### src/rtl/pen_16to4.sv
// rtl/pen_16to4.sv - 16-to-4 priority encoder, w[15] highest, registered y/z.
// Optional multi-hot err output under PEN16TO4_MULTIHOT_EN.
module pen_16to4 (
  input  logic        clk,
  input  logic        rst_n,
  input  logic [15:0] w,
  output logic [3:0]  y,
  output logic        z
`ifdef PEN16TO4_MULTIHOT_EN
  ,
  output logic        err
`endif
);

  logic [3:0] y_d, y_q;
  logic       z_d, z_q;

  // Ascending scan so the highest set bit overwrites any lower one.
  always_comb begin
    y_d = 4'd0;
    for (int i = 0; i < 16; i++) begin
      if (w[i]) y_d = 4'(i);
    end
    z_d = |w;
  end

  always_ff @(posedge clk or negedge rst_n) begin
    if (!rst_n) begin
      y_q <= 4'd0;
      z_q <= 1'b0;
    end else begin
      y_q <= y_d;
      z_q <= z_d;
    end
  end

  assign y = y_q;
  assign z = z_q;

`ifdef PEN16TO4_MULTIHOT_EN
  logic err_d, err_q;

  // Clearing the lowest set bit leaves something only when two or more were set.
  assign err_d = |(w & (w - 16'd1));

  always_ff @(posedge clk or negedge rst_n) begin
    if (!rst_n) err_q <= 1'b0;
    else        err_q <= err_d;
  end

  assign err = err_q;
`endif

endmodule

### config.mk
export PLATFORM = sky130hd
export DESIGN_NAME = pen_16to4
export DESIGN_NICKNAME = d
export VERILOG_FILES = /design/src/rtl/pen_16to4.sv
export SDC_FILE = /design/constraint.sdc
export NUM_CORES = 1
export LEC_CHECK = 0
export BUFFER_PORTS_ARGS = -buffer_cell sky130_fd_sc_hd__buf_2
export CORE_AREA = 2 2 39 41
export CTS_CLUSTER_DIAMETER = 80
export DETAILED_ROUTE_END_ITERATION = 8
export DIE_AREA = 0 0 41 43
export GPL_ROUTABILITY_DRIVEN = 0
export MAX_ROUTING_LAYER = met4
export PLACE_DENSITY = 0.57
export SYNTH_ARGS = -nofsm -noshare
export SYNTH_HDL_FRONTEND = slang
export SYNTH_SLANG_ARGS = --single-unit
### constraint.sdc
create_clock -name clk -period 0.8 [get_ports clk]
set_input_delay 0.08 -clock clk [delete_from_list [all_inputs] [get_ports clk]]
set_output_delay 0.08 -clock clk [all_outputs]
set_load 0.01 [all_outputs]
==> impl_metrics.yaml <==
status:
  status: "finished, violations left"
  violations: "negative setup slack"
timing:
  fmax_ghz: 1.24
  final.min_clock_period_ps: 804
  worst_pin_slew_ps: 227
  relSlewSlack: 0.847
  setup_viol: 1
  final-hold-violation-count: 0
  drv_slew: 0
  rsz0062_at_grt: "yes"
  min_period_over_period: 1.01
  layout_setup_ws_ps: -4.22
pwr:
  power.total_mw: 0.718
  irDropWorstVdd_v: 0.000365
  p_leak_nw: 0.263
  p_per_area_nw_per_um2: 1260
yosys:
  syn_area_per_cell_um2: 8.95
  synth_top_area_frac: 0.424
  synth_area_leaders: "dfrtp_1 42%, nor2_1 11%, nand3_1 5.1%"
  ys_seq_elements: 5
  synth_cell_types: 17
  synth_cells: 33
  yosys.area.top_type: "dfrtp_1"
  netlist_area_um2: 295
  yosysSeqAreaShare: 0.424
  ys_warn_count: 0
  synth_nets: 51
worst_setup_path:
  required_ps: 720
  end_kind: "output pin"
  cp_cell_sequence: "buf_6"
  cpPeakStageDelay_ps: 370
  crit_fanout: 1
  crit_type: "reg -> out"
  critPathArrivalTime_ps: 720
  critPathLaunchType: "flop"
  cp.buffers_inverters: 1
  crit_family: "flip-flops"
  critPathSlowestCell: "dfrtp_1"
global_route:
  use_met2: 0.191
  track_usage: 0.123
  grt_busiest_layer: "met2"
  antenna_found_initial: 0
  grtUsageMet1: 0.141
  grt_max_degree: 6
  met3_usage: 0.0157
  grt_pass1_wl_um: 1460
  overflow: 0
  first_global_vias: 383
hold_path:
  hold_class: "in -> reg"
  hp-start: "w[15]"
  min_to: "y[2]"
  holdPathStages: 3
floorplanning:
  die_x_um: 41
  die-area_um2: 1760
  pin_count: 23
  core.rowCount: 14
  die_y_um: 43
  initial_core_util: 0.213
  core_area_um2: 1380
placed_design:
  pre_cts_slack_ps: -255
  placedCellCount: 82
  hpwlAfterDp_um: 728
  port_buffers: 22
  dpl_cell_area_um2: 517
clock_tree:
  clockRootBuffer: "clkbuf_4"
  clock_sinks: 5
  path_clk_slew_ps: 40
  cts_setup_buffers: 0
  numCtsBuffers: 3
  cts_buffer_depth: 2
  cts.htree.levels: 1
  cts_tree: "yes"
layout:
  area_growth_pct: 93.6
  drive_gt1_frac: 0.549
  final_net_count: 90
  layout_commonest_cell: "buf_2"
  layout_common_cells: "20 x buf_2, 11 x buf_4, 9 x nor2_1, 5 x dfrtp_1"
  final_cells: 87
  antenna_cells: 0
  fin_area_um2: 572
routing:
  vias_per_cell: 4.43
  drc: 0
  drtIter0Drc: 3
  wirelength_um: 815
  postRouteAntennaNets: 0
  first_pass_iters: 3
  wl_per_cell_um: 9.37
  via_count: 385
run:
  cap_viol_max_count: 0
[routing by layer]
metal | share of wire | vias up | routed length [um]
li1 | - | 198 | -
met1 | 0.38 | 169 | 306
met2 | 0.53 | 16 | 431
met3 | 0.085 | 2 | 69
met4 | 0.0098 | 0 | 8
met5 | 0 | - | 0
[flip-flops by register name, summed over array words and instances (netlist names)]
register	flops
z	1
y	4
[cell type report]
type	instances	area, um2
fill	150	812
timing repair buffer	34	215
multi-input combinational	27	181
sequential	5	125
clock buffer	4	26.3
tap	16	20.0
inverter	1	3.75
[synth_stat cells]
cell type  number
o31ai_1         2
a31oi_1         1
or3b_1          1
a311oi_1        1
or2_1           1
dfrtp_1         5
or4b_1          1
nand2b_1        2
a21o_1          1
nor3_1          1
nand3_1         3
nor2_1          9
and2b_2         1
nor4_2          1
nor4_1          1
a221o_1         1
inv_1           1
[worst max-delay path by stage]
stage | startpoint | to | depth (start not counted)
after floorplan | w[9] | y[0] | 3
after global placement | w[9] | y[0] | 4
after detailed placement | w[9] | y[0] | 4
after CTS | y[3] | y[3] | 1
after global routing | y[3] | y[3] | 1
final | y[3] | y[3] | 1
[logic make-up (layout without fill, tap and decap cells)]
| group | Yosys count | count (layout) | share of synthesized area |
|---|---|---|---|
| compound gates | 6 | 6 | 0.161 |
| buf+inv | 1 | 39 | 0.0127 |
| flops | 5 | 5 | 0.424 |
| simple gates | 21 | 21 | 0.403 |
[power by group]
part           internal, mW  switching, mW  leakage [nW]
Sequential            0.262        0.00231        0.0473
Clock                 0.188         0.0917        0.0150
Combinational        0.0968         0.0770         0.200
[timing repair]
action / 4_1_cts / 5_1_grt
pin swaps: 1 / 1
endpoints found under the hold margin: 5 / 0
gates resized for setup: 0 / 3
hold buffers: 1 / 0
endpoints found under the setup margin: 5 / 6
[per-stage QoR]
stage	TNS [ps]	hold WS (ps)	util
final	-4.22	107	0.413
after global routing	-172	115	0.413
after CTS	-24.7	99.9	0.400
after detailed placement	-721	-102	0.373
after global placement	-659	-105	0.373
after floorplan	-59.0	-216	-
No activity file was read; power rests on OpenSTA's default activity.
